--- config.mk ---
export PLATFORM = sky130hd
export DESIGN_NAME = adc_scan_sequencer
export DESIGN_NICKNAME = d
export VERILOG_FILES = /design/src/rtl/adc_scan_sequencer.sv
export SDC_FILE = /design/constraint.sdc
export NUM_CORES = 1
export LEC_CHECK = 0
export ABC_AREA = 1
export CAP_MARGIN = 20
export CORE_MARGIN = 4
export CORE_UTILIZATION = 55
export DETAILED_ROUTE_END_ITERATION = 6
export MAX_ROUTING_LAYER = met4
export PLACE_DENSITY = 0.81
export RECOVER_POWER = 100
export REMOVE_ABC_BUFFERS = 1
export SKIP_CTS_REPAIR_TIMING = 1
export SYNTH_ARGS = -nofsm -noshare
export SYNTH_HDL_FRONTEND = slang
export SYNTH_SLANG_ARGS = --single-unit
--- constraint.sdc ---
create_clock -name clk -period 2.8 [get_ports clk]
set_input_delay 0.42 -clock clk [delete_from_list [all_inputs] [get_ports clk]]
set_output_delay 0.42 -clock clk [all_outputs]
set_load 0.02 [all_outputs]
--- src/rtl/adc_scan_sequencer.sv ---
// Scan controller for an Avalon-ST ADC core: walks NUM_CH slots, averages 2**AVG_LOG2 samples per slot.
// Define ADC_SEQ_THRESHOLD_EN to build the per-slot sticky threshold alarms.
module adc_scan_sequencer #(
  parameter int NUM_CH      = 8,
  parameter int CH_W        = 5,
  parameter int DATA_W      = 12,
  parameter int AVG_LOG2    = 2,
  parameter int TIMEOUT_CYC = 1023
) (
  input  logic                     clk,
  input  logic                     reset_n,
  input  logic                     start,
  input  logic                     stop,
  input  logic                     continuous,
  input  logic [NUM_CH*CH_W-1:0]   ch_list,
  output logic                     cmd_valid,
  output logic [CH_W-1:0]          cmd_channel,
  output logic                     cmd_sop,
  output logic                     cmd_eop,
  input  logic                     cmd_ready,
  input  logic                     rsp_valid,
  input  logic [CH_W-1:0]          rsp_channel,
  input  logic [DATA_W-1:0]        rsp_data,
  input  logic [3:0]               rd_idx,
  output logic [DATA_W-1:0]        rd_data,
  output logic                     busy,
  output logic                     scan_done,
  output logic                     err_timeout,
  output logic                     err_mismatch,
  input  logic [DATA_W-1:0]        thresh_hi,
  output logic [NUM_CH-1:0]        alarm
);

  localparam int SLOT_W = (NUM_CH > 1) ? $clog2(NUM_CH) : 1;
  localparam int ACC_W  = DATA_W + AVG_LOG2;
  localparam int CNT_W  = AVG_LOG2 + 1;
  localparam int NSMP   = 1 << AVG_LOG2;
  localparam int TMR_W  = $clog2(TIMEOUT_CYC + 1);

  typedef enum logic [2:0] {
    S_IDLE,
    S_ISSUE,
    S_WAIT,
    S_ACC,
    S_NEXT
  } state_t;

  state_t              state_reg;
  state_t              state_next;
  logic [SLOT_W-1:0]   slot_reg;
  logic [CH_W-1:0]     cur_ch_reg;
  logic [CNT_W-1:0]    smp_cnt_reg;
  logic [ACC_W-1:0]    acc_reg;
  logic [TMR_W-1:0]    timer_reg;
  logic                stop_reg;
  logic                cont_reg;
  logic                skip_reg;
  logic                scan_done_reg;
  logic                err_timeout_reg;
  logic                err_mismatch_reg;
  logic [DATA_W-1:0]   result_reg [NUM_CH];

  logic                stop_pend;
  logic                rsp_hit;
  logic                tmo;
  logic                last_smp;
  logic                last_slot;
  logic                wr_en;
  logic [SLOT_W-1:0]   slot_inc;
  logic [DATA_W-1:0]   avg;

  assign stop_pend = stop_reg | stop;
  assign rsp_hit   = rsp_valid && (rsp_channel == cur_ch_reg);
  assign tmo       = (timer_reg == TMR_W'(TIMEOUT_CYC - 1));
  assign last_smp  = (smp_cnt_reg == CNT_W'(NSMP - 1));
  assign last_slot = (slot_reg == SLOT_W'(NUM_CH - 1));
  assign slot_inc  = last_slot ? '0 : slot_reg + 1'b1;
  assign avg       = acc_reg[AVG_LOG2 +: DATA_W];
  // A timed-out slot or an aborted pass leaves the stored result untouched.
  assign wr_en     = (state_reg == S_NEXT) && !skip_reg && !stop_pend;

  assign cmd_valid    = (state_reg == S_ISSUE);
  assign cmd_channel  = cur_ch_reg;
  assign cmd_sop      = cmd_valid;
  assign cmd_eop      = cmd_valid;
  assign busy         = (state_reg != S_IDLE);
  assign scan_done    = scan_done_reg;
  assign err_timeout  = err_timeout_reg;
  assign err_mismatch = err_mismatch_reg;

  always_ff @(posedge clk or negedge reset_n) begin
    if (!reset_n) begin
      state_reg <= S_IDLE;
    end else begin
      state_reg <= state_next;
    end
  end

  always_comb begin
    state_next = state_reg;
    case (state_reg)
      S_IDLE: begin
        if (start) state_next = S_ISSUE;
      end
      S_ISSUE: begin
        // An accepted command must still get its response before aborting.
        if (cmd_ready)      state_next = S_WAIT;
        else if (stop_pend) state_next = S_IDLE;
      end
      S_WAIT: begin
        if (rsp_hit || tmo) begin
          if (stop_pend)    state_next = S_IDLE;
          else if (rsp_hit) state_next = S_ACC;
          else              state_next = S_NEXT;
        end
      end
      S_ACC: begin
        if (stop_pend)     state_next = S_IDLE;
        else if (last_smp) state_next = S_NEXT;
        else               state_next = S_ISSUE;
      end
      S_NEXT: begin
        if (stop_pend)                  state_next = S_IDLE;
        else if (!last_slot || cont_reg) state_next = S_ISSUE;
        else                            state_next = S_IDLE;
      end
      default: state_next = S_IDLE;
    endcase
  end

  always_ff @(posedge clk or negedge reset_n) begin
    if (!reset_n) begin
      slot_reg         <= '0;
      cur_ch_reg       <= '0;
      smp_cnt_reg      <= '0;
      acc_reg          <= '0;
      timer_reg        <= '0;
      stop_reg         <= 1'b0;
      cont_reg         <= 1'b0;
      skip_reg         <= 1'b0;
      scan_done_reg    <= 1'b0;
      err_timeout_reg  <= 1'b0;
      err_mismatch_reg <= 1'b0;
    end else begin
      scan_done_reg <= 1'b0;
      // Start wins over a simultaneous stop, so stop is only latched once busy.
      if (state_reg == S_IDLE || state_next == S_IDLE) stop_reg <= 1'b0;
      else if (stop)                                   stop_reg <= 1'b1;

      case (state_reg)
        S_IDLE: begin
          if (start) begin
            slot_reg         <= '0;
            cur_ch_reg       <= ch_list[CH_W-1:0];
            smp_cnt_reg      <= '0;
            acc_reg          <= '0;
            skip_reg         <= 1'b0;
            cont_reg         <= continuous;
            err_timeout_reg  <= 1'b0;
            err_mismatch_reg <= 1'b0;
          end
        end
        S_ISSUE: timer_reg <= '0;
        S_WAIT: begin
          timer_reg <= timer_reg + 1'b1;
          if (rsp_valid && !rsp_hit) err_mismatch_reg <= 1'b1;
          if (rsp_hit) begin
            acc_reg <= acc_reg + ACC_W'(rsp_data);
          end else if (tmo) begin
            err_timeout_reg <= 1'b1;
            acc_reg         <= '0;
            skip_reg        <= 1'b1;
          end
        end
        S_ACC: begin
          if (!last_smp) smp_cnt_reg <= smp_cnt_reg + 1'b1;
        end
        S_NEXT: begin
          acc_reg     <= '0;
          smp_cnt_reg <= '0;
          skip_reg    <= 1'b0;
          if (!stop_pend) begin
            slot_reg   <= slot_inc;
            cur_ch_reg <= ch_list[int'(slot_inc)*CH_W +: CH_W];
            if (last_slot) scan_done_reg <= 1'b1;
          end
        end
        default: ;
      endcase

      // Any abort discards the partial average.
      if (state_reg != S_IDLE && state_next == S_IDLE) begin
        acc_reg     <= '0;
        smp_cnt_reg <= '0;
        skip_reg    <= 1'b0;
      end
    end
  end

  always_ff @(posedge clk or negedge reset_n) begin
    if (!reset_n) begin
      for (int k = 0; k < NUM_CH; k++) result_reg[k] <= '0;
    end else if (wr_en) begin
      for (int k = 0; k < NUM_CH; k++) begin
        if (slot_reg == SLOT_W'(k)) result_reg[k] <= avg;
      end
    end
  end

  always_comb begin
    rd_data = '0;
    for (int k = 0; k < NUM_CH; k++) begin
      if (rd_idx == 4'(k)) rd_data = result_reg[k];
    end
  end

`ifdef ADC_SEQ_THRESHOLD_EN
  logic [NUM_CH-1:0] alarm_reg;
  logic              over;

  assign over  = (avg > thresh_hi);
  assign alarm = alarm_reg;

  always_ff @(posedge clk or negedge reset_n) begin
    if (!reset_n) begin
      alarm_reg <= '0;
    end else if (state_reg == S_IDLE && start) begin
      alarm_reg <= '0;
    end else if (wr_en) begin
      for (int k = 0; k < NUM_CH; k++) begin
        if (slot_reg == SLOT_W'(k)) alarm_reg[k] <= alarm_reg[k] | over;
      end
    end
  end
`else
  logic unused_thresh;

  assign unused_thresh = ^thresh_hi;
  assign alarm         = '0;
`endif

endmodule

---- Word-level counts from Yosys, hierarchy flattened ----
Cells that the tools add are included.
operators by class
  $add $sub $neg .......................... 4
  multiply operators ...................... 1
  equal/unequal tests ..................... 31
  shift operators ......................... 1
  multiplexer cells ....................... 48
  bitwise gates (word level) .............. 1
  reductions and logical operators ........ 38
operators by type and width
  cell                                                  number
  two-way mux 12 bit                                    8
  two-way mux 14 bit                                    4
  case mux 14 bit (3 select lines)                      1
  indexed part select 40 x 7 -> 5 bit                   1
  two-way mux 3 bit                                     13
  case mux 10 bit (2 select lines)                      1
  AND reduction 2 bit                                   9
  equality test 4 x 3 -> 1 bit (second input constant)  4
  equality test 3 x 2 -> 1 bit (second input constant)  5
  equality test 3 bit (second input constant)           5
  case mux 3 bit (5 select lines)                       1
  adder 14 x 12 -> 14 bit                               1
  two-way mux 1 bit                                     12
  AND reduction 3 bit                                   4
  adder 10 x 1 -> 10 bit (second input constant)        1
  equality test 10 bit (second input constant)          1
  two-way mux 5 bit                                     2
  inequality test 2 bit (second input constant)         5
  case mux 5 bit (2 select lines)                       1
  zero test 3 bit                                       3
  inequality test 3 bit (second input constant)         3
  case mux 3 bit (3 select lines)                       1
  equality test 4 x 2 -> 1 bit (second input constant)  2
  AND reduction 4 bit                                   2
  other kinds (18)                                      34
word-level totals
  flip-flop bits (word level) ............. 140
  input bits .............................. 80
  output and inout bits ................... 32
  logic and storage cells ................. 144

---- Logic depth before layout (Yosys ltp) ----
  word-level depth ........................ 10
  depth in mapped cells ................... 17
  mapped depth without buffers ............ 16

---- Worst setup path before layout ----
OpenSTA, ideal clock, no wires.
  path kind ............................... in2out
  from .................................... input rd_idx[2]
  to ...................................... output rd_data[1]
  arrival time ............................ 1.640 ns
  data required time ...................... 2.380 ns
  path slack .............................. 0.740 ns
  stages .................................. 6
  path buffers ............................ 1
  cell sequence ........................... nor2_1 > clkbuf_1 > nand3_1 > nand3_1 > a211oi_1 > o2111ai_1
between the ends
  cells in the longest elaborated chain, start to end .. 9
  elaborated cells between the ends (all ways) .. 16
  those cells by class .................... eq/ne (7); mux (8); reduce/logical (1)
RTL lines
  item                             line  text
  start: declaration               24    input logic [3:0] rd_idx,
  zero test 4 bit                  213   if (rd_idx == 4'(k)) rd_data = result_reg[k];
  two-way mux 12 bit (7 in a row)  213
  two-way mux 12 bit (*)           213
  end: declaration                 25    output logic [DATA_W-1:0] rd_data,
Mark *: on every way between the ends. The rest lies on a longest branch, timed or not.

---- Final worst setup path ----
  from .................................... register state_reg[0]
  to ...................................... output busy
between the ends
  cells in the longest elaborated chain, start to end .. 1
RTL lines
  item                      line  text
  start: declaration        48    state_t state_reg;
  start signal: assignment  95    state_reg <= state_next;
  nonzero test 3 bit        86    assign busy = (state_reg != S_IDLE);
  end: declaration          26    output logic busy,
Every way passes these cells.

==> flow_summary.yaml <==
timing:
  setup_tns_ps: 0
  period_minus_slack_ps: 2620
  worstMarginPinSlew_ps: 1680
  rsz0062_at_grt: "no"
  fmax_ghz: 0.382
  fin_worst_skew_ps: 8.91
  slew_viol_final: 68
  max_slew_margin: -0.122
  hold_viol: 0
  finalSetupViolCount: 0
  fin_crit_sh: 0.935
floorplanning:
  die_area_sq_um: 15400
  ios: 112
  initial_core_util: 0.561
  die_x_microns: 124
  core_region_area_sq_um: 13200
  rows: 42
  fp.dieH_microns: 124
route:
  vias: 6747
  drt-initial-drc-count: 560
  ant_nets: 0
  wl_per_cell_microns: 15.5
  drc: 0
  wl_microns: 19000
  dr.pass1.iters: 5
  via_per_inst: 5.51
power_and_ir_drop:
  leakage_nw: 4.35
  p_sw_frac: 0.345
  pwr-share-seq: 0.354
  power_switching_mw: 2.30
  pwr-share-comb: 0.297
  power_density_nw_per_um2: 729
  ir_drop_mv: 0.520
  intPower_mw: 4.37
  clkPwrFrac: 0.349
  finalPower_mw: 6.66
status:
  status: "finished with violations"
  violations: "max-capacitance violations, max-slew violations"
worst_setup_path:
  end_kind: "primary output"
  startpoint_type: "register"
  crit_required_ps: 2380
  path_class: "reg2out"
  r2r_slack_ps: 300
  cp.arrival_ps: 2200
  crit_fanout: 4
layout:
  drive_gt1_frac: 0.105
  seqCellArea_sq_um: 3500
  area_growth_pct: 23.0
  num_antenna_cells: 0
  multi_input_area_sq_um: 3390
  fin_nets: 1139
  nFillCells: 1057
  largest_reg_flops: 96
  fin_area_sq_um: 9140
synthesis:
  synth-edff-count: 0
  syn_avg_cell_area_sq_um: 8.00
  seq_area_frac_synth: 0.471
  ys_types: 48
  yosysTopAreaCellShare: 0.471
  async_flop_share: 1.00
  synth_top_area_cell: "dfrtp_1"
  syn_inst: 929
  synth_most_common_cell: "nand2_1"
  syn-cell-area_sq_um: 7430
  yosysWarnings: 0
  synth_common_cells: "nand2_1, dfrtp_1, o21ai_0, inv_1, nand3_1"
  ys_ff_latch: 140
  netlist_top_cells_area: "dfrtp_1, nand2_1, o21ai_0, nand3_1, ha_1"
  synthFlopType: "dfrtp_1"
grt:
  grt_pass1_vias: 6567
  grt_pass1_wl_microns: 32300
  grt_start_max_net_pins: 69
  grt_usage: 0.259
  antenna_found_initial: 0
  grt_overflow: 0
placement:
  hpwlAfterDp_microns: 12900
  io_buffers: 91
  place_area_sq_um: 8670
  gp_congestion: 0.893
clock_network:
  cts_htree_levels: 4
  cts_tree: "yes"
  clk_latency_ps: 420
  cts_root_buf: "clkbuf_16"
  cts_buffers: 17
  clk_pin_slew_worst_paths_ps: 60
  cts.sinks: 140
  cts_buffer_depth: 2
job:
  drv_cap: 1
min_path:
  hold_class: "in2async"
## per-stage QoR
stage	utilization	cells	setup WS, ps	hold WS [ps]
6_report	0.690	1225	183	434
5_1_grt	0.690	1225	56.4	500
4_1_cts	0.701	1225	-121	16.0
3_5_place_dp	0.655	1193	-85.8	460
3_3_place_gp	0.655	1193	-61.0	458
2_1_floorplan	-	892	210	124
## path summary, 6_finish.rpt
path,start,to,cells past startpoint
worst max-delay path,state_reg[0],busy,5
max in group asynchronous,reset_n,result_reg[16],2
worst min-delay path,reset_n,result_reg[7],1
min in group clk,acc_reg[0],acc_reg[0],2
worst min register to register,acc_reg[0],acc_reg[0],2
worst max register to register,state_reg[0],result_reg[48],9
## kinds of logic (layout without fill, tap and decap cells)
group                      Yosys count  after routing  synth area share
and+or+nand+nor                    435            435             0.261
AOI/OAI and AO/OA                  202            202             0.151
DFF                                140            140             0.471
buffers and inverters              123            236            0.0697
adders and majority gates           23             23            0.0397
xor gates and xnor gates             5              5           0.00589
other                                1              8          0.000505
## power by group through the flow
stage / combinational [mW] / clock, mW / sequential, mW
2_1_floorplan: 1.30 / 0 / 2.40
3_3_place_gp: 2.00 / 0 / 2.39
3_5_place_dp: 2.03 / 0 / 2.40
4_1_cts: 2.05 / 2.33 / 2.36
5_1_grt: 2.23 / 2.42 / 2.38
6_report: 1.98 / 2.33 / 2.36
## critical path: stages, from the launching register on
cell and delay [ps]:
dfrtp_1 380, inv_1 150, nand2_1 120, nor2_1 300
inv_1 140, dlygate4sd3_1 670
## cell usage in the layout, fill, tap and decap left out, drive strengths merged, types with 2 or more instances in the layout
master         count
a21oi             23
a221oi             8
a22o               3
a22oi              4
a31o               2
buf               23
bufinv             3
clkbuf            44
clkdlybuf4s50     66
clkinv             6
clkinvlp           4
conb               8
dfrtp            140
dlygate4sd3       12
ha                22
inv               77
nand2            279
nand3             61
nand4             20
nor2              56
nor3               7
o211ai             3
o21a               2
o21ai            135
o22ai             16
o32ai              2
or2                9
xnor2              3
xor2               2
## area by class of cell
cell class | count | area share
clock buffers | 21 | 0.0515
clock inverters | 11 | 0.0155
inverters | 79 | 0.0326
multi-input cells | 673 | 0.371
flip-flops and latches | 140 | 0.383
well taps | 176 | 0.0241
repair buffers | 125 | 0.122
## metal layers
layer / share of wire / global-route usage
met4: 0.022 / 0.0993
met3: 0.051 / 0.0485
met2: 0.49 / 0.406
met5: 0 / -
met1: 0.44 / 0.338
Power figures use the tool's default switching activity.
